<file path="src/rtl/aes_pkg.sv">
`default_nettype none
// ============================================================================
//  Module      : aes_pkg
//  Description : Shared types and helpers for the AES SubBytes engine:
//                16 x 8-bit state, FSM states, byte mapping and ShiftRows.
//  Revision    : 1.0 - initial release
// ============================================================================
package aes_pkg;

   // One S-box byte (address or data)
   typedef logic [7:0] sbox_byte_t;

   // AES state, element i is state byte i (i = 4*col + row)
   typedef logic [15:0][7:0] aes_state_t;

   // Engine control states
   typedef enum logic [1:0] {
      IDLE  = 2'd0,
      SUB   = 2'd1,
      SHIFT = 2'd2,
      DONE  = 2'd3
   } fsm_state_t;

   // LSB position of state byte i inside a 128-bit word (byte 0 is the MSB)
   function automatic logic [6:0] byte_lsb(input logic [3:0] i);
      return 7'(120 - 8 * int'(i));
   endfunction

   // Unpack a 128-bit word into state bytes
   function automatic aes_state_t word_to_state(input logic [127:0] w);
      aes_state_t s;
      for (int i = 0; i < 16; i++) begin
         s[4'(i)] = w[byte_lsb(4'(i)) +: 8];
      end
      return s;
   endfunction

   // Pack state bytes back into a 128-bit word
   function automatic logic [127:0] state_to_word(input aes_state_t s);
      logic [127:0] w;
      w = '0;
      for (int i = 0; i < 16; i++) begin
         w[byte_lsb(4'(i)) +: 8] = s[4'(i)];
      end
      return w;
   endfunction

   // ShiftRows: row r is rotated left by r columns
   function automatic aes_state_t shift_rows(input aes_state_t s);
      aes_state_t r;
      for (int c = 0; c < 4; c++) begin
         for (int row = 0; row < 4; row++) begin
            r[4'(4 * c + row)] = s[4'(4 * ((c + row) % 4) + row)];
         end
      end
      return r;
   endfunction

endpackage
`default_nettype wire

</file>
<file path="src/rtl/aes_sbox_lane.sv">
`default_nettype none
// ============================================================================
//  Module      : aes_sbox_lane
//  Description : One S-box lookup lane. Raises a request for its state byte
//                while the batch is active, captures the returned data on the
//                acknowledge edge and stays idle until the whole batch clears.
//  Revision    : 1.0 - initial release
// ============================================================================
module aes_sbox_lane
   import aes_pkg::*;
#(
   parameter int ACK_IGNORE_NOREQ = 1
) (
   input  logic       clk,
   input  logic       rst,
   input  logic       i_active,     // engine is in the SubBytes phase
   input  logic       i_ack_en,     // acks are accepted (masked just after reset)
   input  logic       i_batch_clr,  // every lane of the current batch is done
   input  sbox_byte_t i_byte,       // current state byte served by this lane
   input  logic       i_ack,
   input  sbox_byte_t i_data,
   output logic       o_req,
   output sbox_byte_t o_addr,
   output logic       o_wr,         // write i_data into the served state byte
   output sbox_byte_t o_wr_data,
   output logic       o_done        // lane finished (including a same-cycle ack)
);

   logic done_q;
   logic done_d;
   logic take;

   // Request/ack handshake and per-batch completion flag
   always_comb begin
      o_req     = i_active && !done_q;
      take      = i_active && i_ack_en && i_ack &&
                  (o_req || (ACK_IGNORE_NOREQ == 0));
      o_addr    = o_req ? i_byte : 8'h00;
      o_wr      = take;
      o_wr_data = i_data;
      o_done    = done_q || take;
      done_d    = done_q;
      if (!i_active || i_batch_clr) begin
         done_d = 1'b0;
      end else if (take) begin
         done_d = 1'b1;
      end
   end

   // Completion flag register
   always_ff @(posedge clk or posedge rst) begin
      if (rst) begin
         done_q <= 1'b0;
      end else begin
         done_q <= done_d;
      end
   end

endmodule
`default_nettype wire

</file>
<file path="src/rtl/aes_subbytes_engine.sv">
`default_nettype none
// ============================================================================
//  Module      : aes_subbytes_engine
//  Description : AddRoundKey + SubBytes (+ optional ShiftRows) on one 128-bit
//                block using LANES external S-box lookup lanes.
//                Define AES_SHIFTROWS_EN to apply ShiftRows in the SHIFT state;
//                otherwise SHIFT passes the state through unchanged.
//                LANES must be 1, 2, 4, 8 or 16.
//  Revision    : 1.0 - initial release
// ============================================================================
module aes_subbytes_engine
   import aes_pkg::*;
#(
   parameter int LANES            = 1,
   parameter int ACK_IGNORE_NOREQ = 1
) (
   input  logic                 clk,
   input  logic                 rst,
   input  logic                 in_valid,
   output logic                 in_ready,
   input  logic [127:0]         word,
   input  logic [127:0]         key,
   output logic [LANES-1:0]     sbox_req,
   output logic [8*LANES-1:0]   sbox_addr,
   input  logic [LANES-1:0]     sbox_ack,
   input  logic [8*LANES-1:0]   sbox_data,
   output logic                 out_valid,
   input  logic                 out_ready,
   output logic [127:0]         cipher
);

   localparam int NUM_BATCH = 16 / LANES;
   localparam int BATCH_W   = (NUM_BATCH > 1) ? $clog2(NUM_BATCH) : 1;
   localparam logic [BATCH_W-1:0] LAST_BATCH = BATCH_W'(NUM_BATCH - 1);

   fsm_state_t         fsm_q, fsm_d;
   aes_state_t         state_q, state_d;
   logic [BATCH_W-1:0] batch_q, batch_d;
   logic               ack_en_q, ack_en_d;

   logic [3:0]         base_idx;
   logic               sub_active;
   logic               batch_done;
   logic               last_batch;
   logic [LANES-1:0]   lane_wr;
   logic [LANES-1:0]   lane_done;
   sbox_byte_t         lane_byte    [LANES];
   sbox_byte_t         lane_wr_data [LANES];

   assign base_idx   = 4'(int'(batch_q) * LANES);
   assign sub_active = (fsm_q == SUB);
   assign batch_done = sub_active && (&lane_done);
   assign last_batch = (batch_q == LAST_BATCH);
   assign cipher     = state_to_word(state_q);

   // Lookup lanes: lane l serves state byte batch*LANES + l
   for (genvar l = 0; l < LANES; l++) begin : g_lane
      assign lane_byte[l] = state_q[base_idx + 4'(l)];

      aes_sbox_lane #(
         .ACK_IGNORE_NOREQ (ACK_IGNORE_NOREQ)
      ) u_lane (
         .clk         (clk),
         .rst         (rst),
         .i_active    (sub_active),
         .i_ack_en    (ack_en_q),
         .i_batch_clr (batch_done),
         .i_byte      (lane_byte[l]),
         .i_ack       (sbox_ack[l]),
         .i_data      (sbox_data[8*l +: 8]),
         .o_req       (sbox_req[l]),
         .o_addr      (sbox_addr[8*l +: 8]),
         .o_wr        (lane_wr[l]),
         .o_wr_data   (lane_wr_data[l]),
         .o_done      (lane_done[l])
      );
   end

   // Next-state logic and handshake outputs
   always_comb begin
      fsm_d     = fsm_q;
      in_ready  = 1'b0;
      out_valid = 1'b0;
      case (fsm_q)
         IDLE: begin
            in_ready = 1'b1;
            if (in_valid) fsm_d = SUB;
         end
         SUB: begin
            if (batch_done && last_batch) fsm_d = SHIFT;
         end
         SHIFT: begin
            fsm_d = DONE;
         end
         DONE: begin
            out_valid = 1'b1;
            if (out_ready) fsm_d = IDLE;
         end
         default: fsm_d = IDLE;
      endcase
   end

   // State datapath: key add on accept, byte writes from lanes, optional ShiftRows
   always_comb begin
      state_d  = state_q;
      batch_d  = batch_q;
      ack_en_d = 1'b1;
      case (fsm_q)
         IDLE: begin
            if (in_valid) begin
               state_d = word_to_state(word ^ key);
               batch_d = '0;
            end
         end
         SUB: begin
            for (int l = 0; l < LANES; l++) begin
               if (lane_wr[l]) state_d[base_idx + 4'(l)] = lane_wr_data[l];
            end
            if (batch_done && !last_batch) batch_d = batch_q + 1'b1;
         end
         SHIFT: begin
`ifdef AES_SHIFTROWS_EN
            state_d = shift_rows(state_q);
`else
            state_d = state_q;
`endif
         end
         default: ;
      endcase
   end

   // Registers; ack_en_q masks acks in the first cycle after reset release
   always_ff @(posedge clk or posedge rst) begin
      if (rst) begin
         fsm_q    <= IDLE;
         state_q  <= '0;
         batch_q  <= '0;
         ack_en_q <= 1'b0;
      end else begin
         fsm_q    <= fsm_d;
         state_q  <= state_d;
         batch_q  <= batch_d;
         ack_en_q <= ack_en_d;
      end
   end

endmodule
`default_nettype wire

</file>
<file path="config.mk">
export PLATFORM = sky130hd
export DESIGN_NAME = aes_subbytes_engine
export DESIGN_NICKNAME = d
export VERILOG_FILES = /design/src/rtl/aes_pkg.sv /design/src/rtl/aes_sbox_lane.sv /design/src/rtl/aes_subbytes_engine.sv
export SDC_FILE = /design/constraint.sdc
export NUM_CORES = 1
export LEC_CHECK = 0
export BUFFER_PORTS_ARGS = -buffer_cell sky130_fd_sc_hd__buf_2
export CORE_AREA = 2 2 159 161
export DETAILED_ROUTE_END_ITERATION = 10
export DIE_AREA = 0 0 161 163
export GPL_TIMING_DRIVEN = 0
export PLACE_DENSITY_LB_ADDON = 0.12
export SYNTH_ARGS = -nofsm -noshare
export SYNTH_HDL_FRONTEND = slang
export SYNTH_SLANG_ARGS = --single-unit
</file>
<file path="constraint.sdc">
create_clock -name clk -period 4.45 [get_ports clk]
set_input_delay 0.6675 -clock clk [delete_from_list [all_inputs] [get_ports clk]]
set_output_delay 0.6675 -clock clk [all_outputs]
set_load 0.02 [all_outputs]
</file>
==> results of run 1 <==
## kinds of logic (layout without fill, tap and decap cells)
kind of cell / Yosys count / in the layout / share of synthesized area, %
buffers and inverters: 187 / 435 / 14.7
AO/OA/AOI/OAI: 174 / 174 / 15.6
AND/OR/NAND/NOR: 149 / 149 / 8.35
flip-flops: 136 / 136 / 38.9
multiplexers: 103 / 103 / 14.9
XOR/XNOR: 64 / 64 / 6.40
adder cells (fa/ha/maj): 8 / 8 / 1.14
other: 2 / 66 / 0.0858
## worst max path at each step
stage / startpoint / endpoint / slack (ps)
6_report: batch_q[3]$_DFFE_PP0P_ / sbox_addr[5] / 930
5_1_grt: batch_q[3]$_DFFE_PP0P_ / sbox_addr[5] / 810
4_1_cts: batch_q[3]$_DFFE_PP0P_ / sbox_addr[4] / 980
3_5_place_dp: batch_q[1]$_DFFE_PP0P_ / cipher[118]$_DFFE_PP0P_ / 1260
3_3_place_gp: rst / cipher[72]$_DFFE_PP0P_ / -1830
2_1_floorplan: rst / ack_en_q$_DFF_PP0_ / 140
## sequential cells by signal, indices dropped and copies added, names as in the netlist
register / cells
cipher: 64
batch_q: 4
ack_en_q: 1
state_q: 64
g_lane.u_lane.done_q: 1
fsm_q: 2
## worst reg2reg max path: cells and delay by family, from the launching register on
kind            cells  cell delay (ps)
fa+ha+maj           1              360
compound gates      1              320
buf+inv             6             1110
simple gates        3              910
flops               1              400
## layout by cell type (no fill, tap or decap), drive strengths merged, types with 6 or more instances in the layout
master	count
inv	6
and2	9
mux4	21
nor2	14
o22ai	41
buf	379
dfrtp	136
a22o	42
a21oi	29
xnor2	63
nand2	90
a221oi	26
mux2	7
a22oi	8
and3	7
clkbuf	42
conb	66
ha	8
a221o	6
o2bb2ai	8
nand3b	6
mux2i	75
## layout make-up
type,count,area (um2),area share [%]
buffer,181,1260,11.4
clock buffer,24,482,4.34
clock inverter,8,95.1,0.857
inverter,6,27.5,0.248
multi-input combinational,564,4310,38.8
sequential,136,3400,30.7
tap,330,413,3.72
timing repair buffer,216,1100,9.95
## metal layers
layer	part of all wire, %	up-vias	GRT usage (%)	wire, um
met5	0	-	0	0
met4	1.1	0	4.71	327
met3	6.8	27	4.35	1970
met2	46	298	34.8	13400
met1	46	3493	31.6	13400
li1	-	3404	-	-
## stage by stage
step | TNS (ps) | cell area [um2] | worst slack (ps)
after floorplan | 0 | 9000 | 143
after CTS | 0 | 11100 | 985
after global placement | -246820 | 10500 | -1830
final | 0 | 11100 | 932
after detailed placement | 0 | 10500 | 1260
after global routing | 0 | 11100 | 813
## power by group
group          internal (mW)  leakage, nW  switching [mW]
Clock                  0.866        0.280           0.545
Sequential              1.55         1.72           0.301
Combinational           1.55         3.12            2.18
==> results.md, run 1 <==
* Status: completed
* Commonest cells post-synth: buf_4, dfrtp_1, nand2_1, mux2i_1, xnor2_1
* H-tree depth at 4
* Routed Antenna Nets at 0
* 1st-iter DRT viols at about 520
* Max-slew violation count at 0
* Number of global-route vias before repair at between 6000 and 7000
* Unrepaired setup endpoints after global routing: no
* Layout Utilization at ~45%
* Total gr overflow at 0
* Post-synth top area share at approximately two fifths
* Family with the most delay on the worst path: buffers and inverters
* Max Fanout on Critical Path at 10
* Crit path launch type: register
* Layout cells sized above 1 at 39.9%
* Fin. Hold Viols at 0
* Largest net degree at the start of global routing at 76
* Most frequent cell after synthesis: buf_4
* Setup crit end kind: output pin
* Final nets at around 1400
* Fill cell count at between 2000 and 2500
* Power, Total at roughly 7 mW
* Worst skew pair latency at approximately 420 ps
* Die width at between 150 and 200 um
* Worst-path clk slew at roughly 60 ps
* Via-per-instance ratio at between 4 and 5
* Number of synthesized register bits at 136
* EDFF count, synth at 0
* Synthesized instance count at 823
* First-pass GRT wire length at between 40000 and 50000 um
* Count of buffers from port buffering at roughly 220
* Max-cap violations at 0
* Drt first pass iters at 5
* Initial antenna violation count at 0
* Reg2reg end: cipher[114]$_DFFE_PP0P_
* Drc violations at 0
* # IOs at a little over 400
* Cell Rows at between 50 and 60
* Initial core utilization at 35.5%
* Total routed wirelength at approximately 29000 um
* CP most frequent cell: buf_2
* Measured slew at the worst slew-check pin at roughly 920 ps
* CTS Buffer Depth at 2
* All-Layer GR Usage at around 22%
* Ys flop type: dfrtp_1
* Placed cells at 1433
* Core Footprint at between 0.02 and 0.025 mm2
* Relative slew slack at about two fifths
* CTS tree: done
* Hold Buf Count CTS at 0
* CP max stage cell: clkbuf_1
* PD cells at around 630 mW/mm2
* CP Class: register to output pin
* Library cells used by synthesis at 47
* Mapped Avg Cell Area at 10.6 um2
* Seq/Total Area, Yosys at between 30% and 40%
* Hold Crit Class: primary input to async pin
* Die height at ~160 um
* Worst path required time at roughly 3800 ps
* Top cells by area, synth: dfrtp_1, buf_4, mux2i_1, xnor2_1, mux4_2
* Critical-path cell list: buf_2 -> buf_2 -> clkbuf_1 -> mux4_2 -> o211ai_1 -> o31ai_1 -> buf_2
* FMAX at around 0.28 GHz
* Area Overhead vs Synth at 26.7%
* Final min period at 3520 ps
* Fin crit share at roughly four fifths
* Final setup fails at 0
* Worst-case reg-to-reg path depth at 11
* Lkg Pwr at just over 5 nW
* Die area at 0.0262 mm2
* Antenna cells at 0
* Max VDD drop at between 0.2 and 0.3 mV
* Routability-driven placement congestion ratio at just under 0.9
* Min Hold Slack at 307 ps
* Routed via count at 7222
* CTS Buf Count at 17
* Setup bufs post-CTS at 0
* Layout Skew at 5.71 ps
* Worst R2R Setup Slack at 1230 ps
* Top cell type by total area after synthesis: dfrtp_1
* WL/cell at 19.9 um
* Cell area after synthesis at slightly below 0.009 mm2
* Clock Root Buffer: clkbuf_16
* Worst path depth at 7
* RR Startpoint: batch_q[1]$_DFFE_PP0P_
* Critical path arrival at 2850 ps
* Clock sinks at 136
* Slowest stage delay, CP at 570 ps
* Yosys warnings at 0
* Worst path bufs/invs at 4
* Final non-filler cell total at roughly 1500
* Fraction of registers with async set/reset at 100%
* Post-DP HPWL at around 22000 um
* Post_cts resized at 0
Note: power is estimated with default switching activity, not from simulation.
==> run 2: changes to the inputs <==
- CORE_AREA: 2 2 159 161 -> 2 2 160 162
- DIE_AREA: 0 0 161 163 -> 0 0 162 164
- clock period: 4.45 -> 3.6 ns (I/O delays scaled with it)
==> run 2 against run 1 <==
Final cell count grew 0.27%. Routed wire length rose by 0.74%. Combinational power is 24% higher. Global-route usage hardly changed. Sequential power increased by 24%. Clock skew rose by 1.5 ps. Worst setup slack got worse by 690 ps. Flip-flop and latch count did not move. Critical path depth did not move. Critical endpoint unchanged.
==> results.md, run 2 (synthesis gave the netlist of run 1 again) <==
* Met1 Use GR at 30.4% (was 31.6%)
* WL/cell at 20.0 um (was 19.9 um)
* Final Cell Area at 0.0112 mm2 (was 0.0111 mm2)
* # IOs at 408 (unchanged)
* Fin crit share at 93.4%
* Via-per-instance ratio at 4.92 (was 4.93)
* Routed Antenna Nets at 0 (unchanged)
* Initial antenna violation count at 1 (was 0)
* CP Class: register to output pin (unchanged)
* Critical-path cell list: buf_2 -> buf_2 -> clkbuf_1 -> mux4_2 -> o211ai_1 -> o31ai_1 -> buf_2 (unchanged)
* Cell Rows at 58 (unchanged)
* CTS Buf Count at 17 (unchanged)
* Max-slew violation count at 0 (unchanged)
* Unrepaired setup endpoints after global routing: no (unchanged)
* Largest net degree at the start of global routing at 39 (was 76)
* Total gr overflow at 0 (unchanged)
* FMAX at approximately 0.3 GHz
* CTS tree: done (unchanged)
* Clock Root Buffer: clkbuf_16 (unchanged)
* CP most frequent cell: buf_2 (unchanged)
* Initial core utilization at 35.3% (was 35.5%)
* CP max stage cell: clkbuf_1 (unchanged)
* Setup TNS at 0 ps (unchanged)
* Die area at 0.0266 mm2 (was 0.0262 mm2)
* Fin. Hold Viols at 0 (unchanged)
* Number of global-route vias before repair at 6988 (was 6757)
* Post-DP HPWL at 22400 um (was 22000 um)
* Routed via count at 7229 (was 7222)
* Max VDD drop at 0.337 mV (was 0.272 mV)
* Measured slew at the worst slew-check pin at 862 ps (was 919 ps)
* 1st-iter DRT viols at 511 (was 521)
* Hold Crit Class: primary input to async pin (unchanged)
* Dpl cell area at 0.0106 mm2 (was 0.0105 mm2)
* Most frequent cells in the layout: buf_2, buf_4, dfrtp_1, nand2_1, mux2i_1 (unchanged)
* Final min period at between 3000 and 4000 ps
* Layout cells sized above 1 at 40.1% (was 39.9%)
* Core Footprint at 0.0248 mm2 (was 0.0247 mm2)
* Critical path arrival at 2820 ps (was 2850 ps)
* Crit path launch type: register (unchanged)
* First-pass GRT wire length at 43200 um (was 42900 um)
* Area Overhead vs Synth at 27.4% (was 26.7%)
* Power, Total at 8.64 mW (was 6.99 mW)
* Setup crit end kind: output pin (unchanged)
* Critical Path Start: batch_q[3]$_DFFE_PP0P_ (unchanged)
* CTS Buffer Depth at 2 (unchanged)
* Worst path bufs/invs at 4 (unchanged)
* Lkg Pwr at 5.14 nW (was 5.12 nW)
* Clock sinks at 136 (unchanged)
* Hold Buf Count CTS at 0 (unchanged)
* Drt first pass iters at 6 (was 5)
* Slowest stage delay, CP at 550 ps (was 570 ps)
* Die height at 164 um (was 163 um)
* Setup bufs post-CTS at 0 (unchanged)
* Min Hold Slack at 135 ps (was 307 ps)
* Met3 global-route usage at 4.82% (was 4.35%)
* Family with the most delay on the worst path: buffers and inverters (unchanged)
* Worst skew pair latency at 420 ps (about the same)
* Routability-driven placement congestion ratio at 0.893 (was 0.878)
* H-tree depth at 4 (unchanged)
* Layout Skew at 7.26 ps (was 5.71 ps)
* Drc violations at 0 (unchanged)
* Commonest non-fill, non-tap cell in the layout: buf_2 (unchanged)
* Total routed wirelength at 29300 um (was 29100 um)
* M2 GR Usage at 35.4% (was 34.8%)
* All-Layer GR Usage at 22.1% (about the same)
* Worst path required time at 3060 ps (was 3780 ps)
* Max-cap violations at 0 (unchanged)
* Status: completed (unchanged)
* Relative slew slack at 42.3% (was 38.5%)
* Final nets at 1402 (was 1399)
* GR peak layer: met2 (unchanged)
* Worst-path clk slew at 60 ps (about the same)
* PD cells at 775 mW/mm2 (was 630 mW/mm2)
* RR Startpoint: batch_q[1]$_DFFE_PP0P_ (unchanged)
* Post_cts resized at 0 (unchanged)
* Die width at 162 um (was 161 um)
* Count of buffers from port buffering at 215 (unchanged)
* Max Fanout on Critical Path at 10 (unchanged)
* Final setup fails at 0 (unchanged)
## run 2: worst paths after layout
check	to	slack, ps	cells after the start
setup / recovery	sbox_addr[5]	240	7
hold reg to reg	state_q[123]$_DFFE_PP0P_	480	1
hold / removal	cipher[98]$_DFFE_PP0P_	130	2
min in group clk	cipher[79]$_DFFE_PP0P_	420	3
max in group asynchronous	state_q[127]$_DFFE_PP0P_	2510	5
setup reg to reg	cipher[115]$_DFFE_PP0P_	430	11
## run 2: layout make-up
type | instances | area (um2)
fill | 2432 | 13700
clock inverter | 8 | 95.1
sequential | 136 | 3400
inverter | 6 | 26.3
antenna | 1 | 2.50
multi-input combinational | 564 | 4310
clock buffer | 24 | 482
timing repair buffer | 219 | 1160
buffer | 181 | 1260
tap | 330 | 413
## run 2: report_power, final
group          total [mW]  internal, mW  leakage, nW  switching, mW
Combinational        4.62          1.92         3.14           2.70
Sequential           2.29          1.92         1.72          0.366
Clock                1.74          1.07        0.280          0.669
Total                8.64          4.91         5.14           3.74
## run 2: metal layers
metal / wire (um) / vias up / share of wire (%)
met3: 1980 / 37 / 6.8
met5: 0 / - / 0
li1: - / 3402 / -
met1: 13200 / 3475 / 45
met4: 554 / 0 / 1.9
met2: 13600 / 315 / 46
## run 2: per-stage QoR
| stage | setup WS [ps] | util, % | std cells |
|---|---|---|---|
| after floorplan | 1140 | - | 887 |
| after global placement | 294 | 42.3 | 1432 |
| after detailed placement | 468 | 42.6 | 1436 |
| after CTS | 235 | 44.9 | 1468 |
| after global routing | 73.0 | 44.9 | 1468 |
| final | 239 | 44.9 | 1469 |
==> run 3: changes to the inputs <==
- REMOVE_ABC_BUFFERS: not set -> 1
==> run 3 against run 2 <==
Die area stayed put. Global-route usage is 2.3 points lower. Worst setup slack better by 9.2 ps. Core utilization is 4.1 points lower. Design area is 9.1% lower. Flip-flop and latch count stayed put. First-iteration DRC count is 24% lower. Highest routed layer is now met5.
==> results.md, run 3 (synthesis gave the netlist of run 1 again) <==
* Status: completed (unchanged)
* Routability-driven placement congestion ratio at 0.730 (was 0.893)
* 1st-iter DRT viols at 389 (was 511)
* Max-cap violations at 0 (unchanged)
* Fill cell count at 2465 (was 2432)
* Worst Setup EP: sbox_addr[2] (was sbox_addr[5])
* Clock sinks at 136 (unchanged)
* Drt first pass iters at 5 (was 6)
* Die area at 0.0266 mm2 (unchanged)
* Pre-CTS WS at 382 ps (was 468 ps)
* H-tree depth at 4 (unchanged)
* Core Footprint at 0.0248 mm2 (unchanged)
* Fin. Hold Viols at 0 (unchanged)
* Relative slew slack at 37.6% (was 42.3%)
* RR Startpoint: batch_q[1]$_DFFE_PP0P_ (unchanged)
* CP Class: register to output pin (unchanged)
* Worst setup margin at 248 ps (was 239 ps)
* Hold Crit Class: primary input to async pin (unchanged)
* Dpl cell area at 0.00948 mm2 (was 0.0106 mm2)
* Drc violations at 0 (unchanged)
* CTS Buffer Depth at 2 (unchanged)
* Routed Antenna Nets at 0 (unchanged)
* Layout cells sized above 1 at 32.0% (was 40.1%)
* Worst path required time at 3060 ps (about the same)
* Final nets at 1228 (was 1402)
* Total routed wirelength at 26100 um (was 29300 um)
* Critical-path cell list: mux4_2 -> a22o_1 -> a221o_1 -> buf_2 (was buf_2 -> buf_2 -> clkbuf_1 -> mux4_2 -> o211ai_1 -> o31ai_1 -> buf_2)
* Final non-filler cell total at 1293 (was 1469)
* Critical path arrival at 2810 ps (was 2820 ps)
* CTS Buf Count at 17 (unchanged)
* Max Fanout on Critical Path at 47 (was 10)
* Cell Rows at 58 (unchanged)
* Commonest non-fill, non-tap cell in the layout: buf_2 (unchanged)
* CTS tree: done (unchanged)
* Post-DP HPWL at 18600 um (was 22400 um)
* WL/cell at 20.2 um (was 20.0 um)
* Area Overhead vs Synth at 15.8% (was 27.4%)
* # IOs at 408 (unchanged)
* Worst-case reg-to-reg path depth at 5 (was 11)
* Final Cell Area at 0.0101 mm2 (was 0.0112 mm2)
* CP max stage cell: dfrtp_4 (was clkbuf_1)
* Measured slew at the worst slew-check pin at 933 ps (was 862 ps)
* Fin crit share at 93.1% (was 93.4%)
* Lkg Pwr at 4.41 nW (was 5.14 nW)
* Count of buffers from port buffering at 215 (unchanged)
* Max VDD drop at 0.435 mV (was 0.337 mV)
* Crit path launch type: register (unchanged)
* Final min period at 3350 ps (was 3360 ps)
* Worst-path clk slew at 60 ps (about the same)
* Worst skew pair latency at 430 ps (was 420 ps)
* Antenna cells at 0 (was 1)
* Most frequent cells in the layout: buf_2, dfrtp_1, nand2_1, mux2i_1, conb_1 (was buf_2, buf_4, dfrtp_1, nand2_1, mux2i_1)
* Total gr overflow at 0 (unchanged)
* Via-per-instance ratio at 5.10 (was 4.92)
* Final setup fails at 0 (unchanged)
* Unrepaired setup endpoints after global routing: no (unchanged)
* Initial antenna violation count at 1 (unchanged)
* Die height at 164 um (unchanged)
* Layout Skew at 10.4 ps (was 7.26 ps)
* Routed via count at 6591 (was 7229)
* Slowest stage delay, CP at 990 ps (was 550 ps)
* Largest net degree at the start of global routing at 72 (was 39)
* Setup crit end kind: output pin (unchanged)
* Clock Root Buffer: clkbuf_16 (unchanged)
* PD cells at 822 mW/mm2 (was 775 mW/mm2)
* Placed cells at 1262 (was 1436)
* Reg2reg end: cipher[102]$_DFFE_PP0P_ (was cipher[115]$_DFFE_PP0P_)
* Min Hold Slack at 223 ps (was 135 ps)
* FMAX at 0.298 GHz (about the same)
* Worst R2R Setup Slack at 550 ps (was 430 ps)
* Number of global-route vias before repair at 6602 (was 6988)
* All-Layer GR Usage at 19.8% (was 22.1%)
* Power, Total at 8.34 mW (was 8.64 mW)
* Initial core utilization at 35.3% (unchanged)
* Die width at 162 um (unchanged)
* Max-slew violation count at 0 (unchanged)
* Critical Path Start: batch_q[1]$_DFFE_PP0P_ (was batch_q[3]$_DFFE_PP0P_)
* First-pass GRT wire length at 39500 um (was 43200 um)
==> run 3: cell types whose count changed in the layout (fill, tap and decap cells not counted), moves of 2 or more <==
cell,change
buf_1,-3
buf_16,+5
buf_2,-14
buf_4,-141
buf_6,-5
buf_8,+3
bufinv_16,+3
clkbuf_1,-19
clkinv_2,-2
clkinvlp_4,-2
dfrtp_1,-3
dfrtp_2,+2
==> run 3: area by class of cell <==
class | count | area, um2 | area share (%)
Clock inverter | 8 | 168 | 1.65
Sequential cell | 136 | 3410 | 33.6
Tap cell | 330 | 413 | 4.07
Inverter | 6 | 27.5 | 0.271
Multi-Input combinational cell | 564 | 4320 | 42.6
Timing Repair Buffer | 226 | 1330 | 13.1
Clock buffer | 23 | 478 | 4.71
==> run 3: worst min path at each step <==
stage	from	endpoint	slack, ps	cells past startpoint
floorplan	state_q[120]$_DFFE_PP0P_	state_q[120]$_DFFE_PP0P_	460	1
global placement	state_q[126]$_DFFE_PP0P_	state_q[126]$_DFFE_PP0P_	470	1
detailed placement	state_q[124]$_DFFE_PP0P_	state_q[124]$_DFFE_PP0P_	470	1
CTS	rst	cipher[91]$_DFFE_PP0P_	240	2
global route	rst	cipher[91]$_DFFE_PP0P_	270	2
finish	rst	cipher[91]$_DFFE_PP0P_	220	2
==> run 3: through the flow <==
stage                     utilization, %  TNS [ps]
after floorplan                        -   -171610
after global placement              37.2   -734920
after detailed placement            38.2         0
after CTS                           40.8         0
after global routing                40.9         0
final                               40.9         0
==> run 3: metal layers <==
layer | share of wire [%] | GRT usage (%)
met5 | 0.038 | 0
met4 | 2.2 | 7.00
met3 | 6.2 | 4.32
met2 | 46 | 31.1
met1 | 46 | 27.1
==> run 3: worst max-delay path, delay by kind of cell, from the launching register on <==
family                 cells  cell delay, ps
muxes                      1             630
AOI/OAI and AO/OA          2             580
buffers and inverters      1             170
DFF                        1             990
==> run 3: power by group <==
part | switching, mW | internal [mW]
registers | 0.499 | 1.92
clock network | 0.670 | 1.28
logic | 2.35 | 1.62
==> run 3: repair_timing <==
| item | in CTS | in global routing |
|---|---|---|
| setup buffers | 0 | 0 |
| endpoints found under the setup margin | 4 | 7 |
| gates resized for setup | 2 | 1 |
| hold buffers | 0 | 0 |
